<file path="src/rtl/fetch_pkg.sv">
// Shared widths, FSM state encoding and buffer entry layout for the fetch unit.
package fetch_pkg;

    localparam int ADDR_W = 5;
    localparam int DATA_W = 8;

    typedef enum logic [1:0] {
        ST_IDLE = 2'd0,
        ST_RUN  = 2'd1,
        ST_HALT = 2'd2
    } fetch_state_t;

    typedef struct packed {
        logic [ADDR_W-1:0] pc;
        logic [DATA_W-1:0] data;
    } fetch_entry_t;

endpackage

</file>
<file path="src/rtl/fetch_fifo.sv">
// Two-entry shift FIFO of {pc, byte}; entry 0 is always the head.
module fetch_fifo
    import fetch_pkg::*;
(
    input  logic              clk,
    input  logic              rst,
    input  logic              push,
    input  logic              pop,
    input  logic              flush,
    input  logic [ADDR_W-1:0] push_pc,
    input  logic [DATA_W-1:0] push_data,
    output logic [1:0]        count,
    output logic [ADDR_W-1:0] head_pc,
    output logic [DATA_W-1:0] head_data
);

    fetch_entry_t entry_reg  [2];
    fetch_entry_t entry_next [2];
    fetch_entry_t new_entry;
    logic [1:0]   count_reg;
    logic         pop_ok;
    logic         push_ok;
    logic [1:0]   wr_idx;

    assign pop_ok    = pop && (count_reg != 2'd0);
    assign push_ok   = push && ((count_reg != 2'd2) || pop_ok);
    // After a pop everything slides down one slot, so the write slot moves with it.
    assign wr_idx    = count_reg - {1'b0, pop_ok};
    assign new_entry = '{pc: push_pc, data: push_data};

    generate
        for (genvar gi = 0; gi < 2; gi++) begin : g_entry
            always_comb begin
                entry_next[gi] = entry_reg[gi];
                if (push_ok && (wr_idx == 2'(gi))) begin
                    entry_next[gi] = new_entry;
                end else if (pop_ok) begin
                    entry_next[gi] = (gi == 0) ? entry_reg[1] : '0;
                end
            end
        end
    endgenerate

    always_ff @(posedge clk) begin
        if (rst) begin
            count_reg   <= 2'd0;
            entry_reg[0] <= '0;
            entry_reg[1] <= '0;
        end else if (flush) begin
            count_reg <= 2'd0;
        end else begin
            count_reg    <= count_reg + {1'b0, push_ok} - {1'b0, pop_ok};
            entry_reg[0] <= entry_next[0];
            entry_reg[1] <= entry_next[1];
        end
    end

    assign count     = count_reg;
    assign head_pc   = entry_reg[0].pc;
    assign head_data = entry_reg[0].data;

endmodule

</file>
<file path="src/rtl/fetch_unit.sv">
// Byte fetch engine: IDLE/RUN/HALT FSM, 5-bit PC and a 2-entry instruction buffer.
// Define FETCH_STAT_EN to add the 8-bit fetch_count push counter output.
module fetch_unit
    import fetch_pkg::*;
#(
    parameter logic [ADDR_W-1:0] RESET_PC = 5'd0,
    parameter logic [DATA_W-1:0] HALT_OP  = 8'hFF
) (
    input  logic              clk,
    input  logic              rst,
    input  logic              run,
    output logic [ADDR_W-1:0] mem_addr,
    input  logic [DATA_W-1:0] mem_data,
    output logic              ir_valid,
    output logic [DATA_W-1:0] ir_data,
    output logic [ADDR_W-1:0] ir_pc,
    input  logic              ir_ready,
    input  logic              redirect,
    input  logic [ADDR_W-1:0] redirect_pc,
`ifdef FETCH_STAT_EN
    output logic [7:0]        fetch_count,
`endif
    output logic              halted
);

    fetch_state_t      state_reg;
    fetch_state_t      state_next;
    logic [ADDR_W-1:0] pc_reg;
    logic [ADDR_W-1:0] pc_next;
    logic [1:0]        count;
    logic              push;
    logic              pop;

    // A redirect flushes the buffer, so it also suppresses the pop.
    assign pop  = ir_valid && ir_ready && !redirect;
    assign push = (state_reg == ST_RUN) && run && !redirect &&
                  ((count != 2'd2) || pop);

    always_comb begin
        state_next = state_reg;
        pc_next    = pc_reg;
        if (redirect) begin
            state_next = run ? ST_RUN : ST_IDLE;
            pc_next    = redirect_pc;
        end else begin
            case (state_reg)
                ST_IDLE: if (run) state_next = ST_RUN;
                ST_RUN: begin
                    if (!run) begin
                        state_next = ST_IDLE;
                    end else if (push && (mem_data == HALT_OP)) begin
                        state_next = ST_HALT;
                    end
                end
                ST_HALT: state_next = ST_HALT;
                default: state_next = ST_IDLE;
            endcase
            if (push) begin
                pc_next = pc_reg + 5'd1;
            end
        end
    end

    always_ff @(posedge clk) begin
        if (rst) begin
            state_reg <= ST_IDLE;
            pc_reg    <= RESET_PC;
        end else begin
            state_reg <= state_next;
            pc_reg    <= pc_next;
        end
    end

    fetch_fifo u_fifo (
        .clk       (clk),
        .rst       (rst),
        .push      (push),
        .pop       (pop),
        .flush     (redirect),
        .push_pc   (pc_reg),
        .push_data (mem_data),
        .count     (count),
        .head_pc   (ir_pc),
        .head_data (ir_data)
    );

`ifdef FETCH_STAT_EN
    logic [7:0] fetch_count_reg;

    always_ff @(posedge clk) begin
        if (rst) begin
            fetch_count_reg <= 8'd0;
        end else if (push) begin
            fetch_count_reg <= fetch_count_reg + 8'd1;
        end
    end

    assign fetch_count = fetch_count_reg;
`endif

    assign mem_addr = pc_reg;
    assign ir_valid = (count != 2'd0);
    assign halted   = (state_reg == ST_HALT);

endmodule

</file>
<file path="config.mk">
export PLATFORM = sky130hd
export DESIGN_NAME = fetch_unit
export DESIGN_NICKNAME = d
export VERILOG_FILES = /design/src/rtl/fetch_pkg.sv /design/src/rtl/fetch_fifo.sv /design/src/rtl/fetch_unit.sv
export SDC_FILE = /design/constraint.sdc
export NUM_CORES = 1
export LEC_CHECK = 0
export CAP_MARGIN = 20
export CORE_ASPECT_RATIO = 0.5
export CORE_MARGIN = 5
export CORE_UTILIZATION = 55
export CTS_CLUSTER_DIAMETER = 50
export CTS_CLUSTER_SIZE = 16
export DETAILED_ROUTE_END_ITERATION = 10
export GPL_ROUTABILITY_DRIVEN = 0
export GPL_TIMING_DRIVEN = 0
export PLACE_DENSITY = 0.85
export SYNTH_ARGS = -nofsm -noshare
export SYNTH_HDL_FRONTEND = slang
export SYNTH_HIERARCHICAL = 1
export SYNTH_SLANG_ARGS = --single-unit
</file>
<file path="constraint.sdc">
create_clock -name clk -period 6 [get_ports clk]
set_input_delay 1.8 -clock clk [delete_from_list [all_inputs] [get_ports clk]]
set_output_delay 1.8 -clock clk [all_outputs]
set_load 0.02 [all_outputs]
</file>
== Word level (Yosys, flattened, before mapping) ==
Memory sizes are Yosys's and may differ from the RTL's.
Cells that the tools add are included.
Operators by class
  add/subtract/negate cells: 4
  eq/ne operators: 7
  mux-type cells: 19
  bitwise logic cells: 2
  reductions and logical operators: 19
Operators by type and width (number)
  2-to-1 mux 13 bit: 6
  logical AND 1 bit: 10
  2-to-1 mux 5 bit: 2
  == test 8 bit, second input constant: 1
  2-to-1 mux 2 bit: 4
  2-to-1 mux 1 bit: 6
  one-hot mux 2 bit (3 select lines): 1
  adder 5 x 1 -> 5 bit, second input constant: 1
  == test 2 x 1 -> 1 bit, second input constant: 2
  zero test 2 bit: 2
  inequality test 4 x 3 -> 1 bit, second input constant: 1
  nonzero test 2 bit: 2
  subtractor 2 x 1 -> 2 bit: 2
  inequality test 3 bit, second input constant: 1
  adder 2 x 1 -> 2 bit: 1
  == test 2 bit, second input constant: 1
  logical OR 1 bit: 2
  inequality test 2 bit, second input constant: 1
  OR 1 bit: 2
  AND reduction 2 bit: 1
  OR reduction 2 bit: 1
  zero test 1 bit: 1
Word-level totals
  flip-flop bits (word level): 9
  memory bits (writable): 26
  input bits: 18
  word-level logic and storage cells: 55
  memories: 1
Memories
  u_fifo.entry_reg: depth 2, bits a word 13, rd ports 2, clocked after memory_dff 0, write ports 2, RTL line fetch_fifo.sv:17  | fetch_entry_t entry_reg [2];

== Logic depth before layout (Yosys ltp) ==
Gate-level depths: netlist of run 1.
  word-level depth: 10
  mapped depth: 12
  gate-level depth less buffers: 11

== By module ==
The synthesis of run 1 kept the hierarchy.
By module, submodules not included
  fetch_fifo: instances 1, cells each 123, area each 1445.1 um^2, seq. area each 820.8 um^2
  fetch_unit: instances 1, cells each 51, area each 445.4 um^2, seq. area each 140.1 um^2

== Worst setup path before layout of run 1 ==
No wires, ideal clock.
  path kind: input port to flip-flop
  from: in redirect
  to: mem u_fifo/entry_reg[0][13] in the netlist's numbering (enable)
  setup time: 0.403 ns
  arrival: 3.869 ns
  path slack: 1.728 ns
  cell stages on the path: 8
  path buffers: 1
  cell sequence: buf_6 -> inv_1 -> and3_1 -> o21a_1 -> ha_1 -> nor2b_1 -> o21ai_0 -> a21boi_0
RTL lines
  start, declared: RTL line fetch_unit.sv:18  | input logic redirect,
  end, declared: RTL line fetch_fifo.sv:17

==> results.cfg, run 1 <==
[clock_tree]
clock_latency_ns = 0.29
post_cts_resized = 0
h-tree-depth = 2
clock_path_buffers = 2
root_buffer = clkbuf_8
hold_buffers = 0
cts.sinks = 35
cts_tree = yes
path_clk_slew_ns = 0.07
post_cts_buffers = 0
cts_buffers = 5

[sta]
skew_ns = 0.00277
finalSetupViolCount = 0
fmax_mhz = 234
tns_ns = 0
period_needed_ns = 4.27
rsz0062_at_grt = false
drv_slew = 0
finalHoldViolCount = 0
relSlewSlack_pct = 67.0
worstMarginPinSlew_ns = 0.495
post-route-period-util_pct = 71.2

[synth]
post_synth.cell_area_avg_um2 = 10.9
synth-main-ff-cell = edfxtp_1
ys_seq_elements = 35
syn-num-nets = 196
syn-cell-area_um2 = 1890
synth-edff-count = 26
synth-seq-area-share_pct = 50.8
syn_inst = 174
synthDistinctLibCells = 39
async_flop_share_pct = 0
synth_warnings = 6

[drt]
drt_first_iter_violations = 67
wl_per_cell_um = 15.3
vias_per_cell = 5.53
drc_errors = 0
wirelength_um = 4020
dr.pass1.iters = 4
drtAntennaViolNets = 0
vias = 1449

[critical_path]
crit_fanout = 10
cpPeakStageDelay_ns = 0.47
path_delay_family = buffers and inverters
setup.worst_path.class = primary input to register
path_depth = 10
path_buf_inv = 4
cpMaxStageDelayCell = clkdlybuf4s50_1
crit_path_end_kind = register
worst_r2r_endpoint = u_fifo/entry_reg[0][16]
arrival_ns = 4.26
r2r_slack_ns = 3.35
rr_worst_depth = 8
r2r_start = u_fifo/count[0]
cp_cell_sequence = clkdlybuf4s50_1 > buf_6 > inv_1 > and3_1 > o21a_1 > ha_1 > nor2b_1 > o21ai_0 > a21boi_1 > buf_4
crit_path_start_kind = primary input
worstPathRequired_ns = 5.99

[power_and_ir_drop]
power_density_nw_per_um2 = 215
leakage_nw = 0.910
vdd_drop_max_mv = 0.0912

[final_layout]
drive_above_1_share_pct = 13.6
area_growth_pct = 27.0
largest_register_ffs = 26
fin_nets = 241
n_antenna_cell = 0
stdcell_area_um2 = 2400

[die]
io-pin-count = 38
dieArea_um2 = 4780
die_height_um = 51.5
initial_core_util_pct = 56.0
fp-row-count = 15
fp.dieW_um = 92.9
coreArea_um2 = 3380

[placement]
place_area_um2 = 2320
dp_hpwl_um = 2930
port_buffers = 37

[global_route]
grt_max_degree = 14
antenna_found_initial = 0
grt_overflow_total = 0
grt_pass1_wl_um = 6480
grt_usage_pct = 18.1
grt_pass1_vias = 1356

[hold_path]
hold_start = mem_addr[4]
hold_depth = 2
min_path_type = register to register
hold-path-endpoint = mem_addr[4]

[job]
maxCapViolCount = 0

[run_status]
status = completed
==> cells in the final DEF, fill, tap and decap left out, types with 2 or more instances in the layout <==
master / n
nand2_1: 30
o311ai_0: 2
or4_1: 3
edfxtp_1: 26
clkdlybuf4s50_1: 37
o21ai_0: 3
buf_6: 2
o31ai_1: 2
xnor2_1: 2
clkbuf_8: 5
clkinv_1: 2
o211a_1: 3
nand3_1: 2
mux2i_1: 13
o21a_1: 2
and2_1: 15
buf_4: 14
nand4_1: 2
nor2_1: 11
a31oi_1: 2
inv_1: 6
ha_1: 4
dfxtp_1: 9
and3_1: 2
a21oi_1: 2
clkbuf_1: 3
==> per-layer routing <==
metal	track usage [%]	part of all wire, %
met3	6.18	5.9
met2	30.6	50
met4	6.57	1.2
met1	21.8	43
met5	0	0
==> report_power, final <==
part,switching (W),total [W],leakage (nW),internal [W]
clock network,0.0000826,0.000162,0.0403,0.0000791
logic,0.0000364,0.0000765,0.533,0.0000401
registers,0.00000733,0.000279,0.336,0.000272
==> cells in the mapped netlist (all sizes together) (3+ instances only) <==
library cell,number,area (um2)
and2,15,93.8
buf,18,149
dfxtp,9,180
edfxtp,26,781
ha,4,50.1
inv,6,22.5
mux2i,13,130
nand2,30,113
nor2,11,41.3
o211a,3,30.0
o21ai,3,15.0
or4,3,22.5
==> layout make-up <==
| cell class | instances | area (um2) |
|---|---|---|
| plain buffers | 20 | 156 |
| clock buffers | 6 | 72.6 |
| clock inverters | 2 | 7.51 |
| fillers | 257 | 977 |
| inverters | 6 | 22.5 |
| multi-input cells | 113 | 751 |
| flip-flops and latches | 35 | 961 |
| well taps | 42 | 52.6 |
| repair buffers | 38 | 378 |
==> through the flow <==
stage                     hold slack, ns  std cells  setup slack (ns)  total power (W)  util [%]
after global placement             0.555        253             0.731         0.000358      68.5
after global routing               0.643        262              1.56         0.000541      71.1
after floorplan                    0.559        174              1.73         0.000323         -
final                              0.582        262              1.73         0.000517      71.1
after detailed placement           0.566        254              1.48         0.000361      68.7
after CTS                          0.580        262              1.77         0.000520      71.1
==> worst min-delay path, delay by kind of cell, from the launching register on <==
kind | cells | cell delay [ns]
flops | 1 | 0.34
compound gates | 2 | 0.19
==> how the worst max path moves through the flow <==
stage,from,endpoint,slack [ns]
3_5_place_dp,redirect,u_fifo/entry_reg[0][15],1.48
5_1_grt,redirect,u_fifo/entry_reg[0][19],1.56
3_3_place_gp,redirect,u_fifo/entry_reg[0][16],0.73
2_1_floorplan,redirect,u_fifo/entry_reg[0][13],1.73
6_report,redirect,u_fifo/entry_reg[0][16],1.73
4_1_cts,redirect,u_fifo/entry_reg[0][18],1.77
==> cell families (layout without fill, tap and decap cells) <==
| logic type | count (synthesis) | count (layout) | synth area share (%) |
|---|---|---|---|
| AOI/OAI and AO/OA | 21 | 21 | 8.54 |
| xor gates and xnor gates | 2 | 2 | 0.927 |
| adders and majority gates | 4 | 4 | 2.65 |
| buffers and inverters | 26 | 72 | 9.46 |
| DFF | 35 | 35 | 50.8 |
| muxes | 13 | 13 | 6.88 |
| and+or+nand+nor | 73 | 73 | 20.7 |
Power figures use the tool's default switching activity.
==> inputs of run 2 (changes only) <==
CORE_UTILIZATION = 46   (was 55)
PLACE_DENSITY = 0.75   (was 0.85)
clock period = 3.8 ns   (was 6 ns; I/O delays follow)
==> results.cfg, run 2 (same netlist as run 1, synthesis figures left out) <==
[run_status]
status = completed

[hold_path]
hold_start = u_fifo/entry_reg[0][17]
min_path_type = register to register

[final_layout]
final_cell_mix = 37 x clkdlybuf4s50_1, 30 x nand2_1, 26 x edfxtp_1
fin_cells = 274
n_antenna_cell = 0
seqCellArea_um2 = 961
drive_above_1_share_pct = 15.0
multi_input_area_um2 = 751
largest_register_ffs = 26
fillers = 338
fin_util_pct = 62.4
final_common_cell = clkdlybuf4s50_1
fin_nets = 241
area_growth_pct = 29.5

[critical_path]
timing.critical_path.to = u_fifo/entry_reg[0][19]
worst_r2r_endpoint = u_fifo/entry_reg[0][19]
r2r_slack_ns = 1.24
arrival_ns = 3.51
setup.worst_path.class = primary input to register
crit_path_end_kind = register
r2r_start = u_fifo/count[0]
startpoint = redirect
worstPathRequired_ns = 3.79
crit_path_start_kind = primary input
rr_worst_depth = 8
crit_fanout = 10

[placement]
dp_hpwl_um = 2730
dp_slack_ns = 0.00505
port_buffers = 37
dpl.cell_count = 266

[drt]
drc_errors = 0
drtAntennaViolNets = 0
wl_per_cell_um = 13.6
vias_per_cell = 5.04
wirelength_um = 3730
vias = 1381
drt_first_iter_violations = 53
dr.pass1.iters = 4

[sta]
drv_slew = 0
worstMarginPinSlew_ns = 0.498
post-route-period-util_pct = 92.5
finalHoldViolCount = 0
period_needed_ns = 3.52
fmax_mhz = 284
tns_ns = 0
setup_ws_ns = 0.284
relSlewSlack_pct = 66.6
skew_ns = 0.00612
finalSetupViolCount = 0
rsz0062_at_grt = false

[die]
fp-row-count = 16
initial_core_util_pct = 48.2
fp.dieW_um = 101
die_height_um = 55.3
io-pin-count = 38
coreArea_um2 = 3920
dieArea_um2 = 5570

[clock_tree]
h-tree-depth = 2
cts_buffers = 5
path_clk_slew_ns = 0.08
post_cts_resized = 0
clock_path_buffers = 2
post_cts_buffers = 0
hold_buffers = 0
cts_tree = yes
root_buffer = clkbuf_8
cts.sinks = 35
clock_latency_ns = 0.29

[global_route]
grt_usage_pct = 14.2
grt_pass1_vias = 1347
grt_max_degree = 14
grt_pass1_wl_um = 6220
grt_overflow_total = 0
antenna_found_initial = 0

[job]
maxCapViolCount = 0

[power_and_ir_drop]
leakage_nw = 0.928
power_density_nw_per_um2 = 366
vdd_drop_max_mv = 0.158
run 2: cell types whose count changed in the layout (fill, tap and decap cells not counted), sizes merged:
cell | previous run | this run
bufinv | 0 | 1
clkbuf | 8 | 7
run 2: layout make-up:
class                      instances  area share, %
tap                               54           2.76
clock buffer                       5           2.81
clock inverter                     3           1.79
timing repair buffer              38           15.4
buffer                            20           6.39
multi-input combinational        113           30.7
sequential                        35           39.2
inverter                           6          0.920
run 2: layer usage:
metal | vias to the layer above | global-route usage [%] | routed length, um
met4 | 0 | 6.14 | 48
met1 | 643 | 18.3 | 1690
met5 | - | 0 | 0
met2 | 39 | 22.5 | 1760
met3 | 4 | 3.77 | 233
li1 | 695 | - | -
run 2: worst min path at each step:
stage	endpoint	slack (ns)	cells past startpoint
2_1_floorplan	u_fifo/entry_reg[0][0]	0.56	2
3_3_place_gp	mem_addr[4]	0.55	2
3_5_place_dp	u_fifo/entry_reg[0][11]	0.58	2
4_1_cts	mem_addr[3]	0.59	2
5_1_grt	mem_addr[4]	0.62	2
6_report	u_fifo/entry_reg[0][4]	0.60	2
run 2: worst max-delay path: stages:
cell and delay (ns):
clkdlybuf4s50_1 0.46, buf_6 0.17, inv_1 0.15, and3_1 0.22
o21a_1 0.22, ha_1 0.27, nor2b_1 0.15, o21ai_0 0.11
a21boi_1 0.35, buf_4 0.27
run 2: metrics by stage:
step | area (um2) | power, W | hold WS [ns]
after floorplan | 1890 | 0.000510 | 0.559
after global placement | 2330 | 0.000566 | 0.553
after detailed placement | 2340 | 0.000569 | 0.579
after CTS | 2450 | 0.000901 | 0.595
after global routing | 2450 | 0.000933 | 0.620
final | 2450 | 0.000896 | 0.597
run 2: report_power, final:
group          internal, W  leakage [nW]  total (W)  switching [W]
Combinational    0.0000633         0.533   0.000120      0.0000566
Clock             0.000195        0.0581   0.000337       0.000141
Sequential        0.000429         0.336   0.000440      0.0000109
==> inputs of run 3 (changes only) <==
ABC_CLOCK_PERIOD_IN_PS = 3800   (was unset)
==> results of run 3 <==
The final DEF is identical to that of run 2; final timing and power are the same.
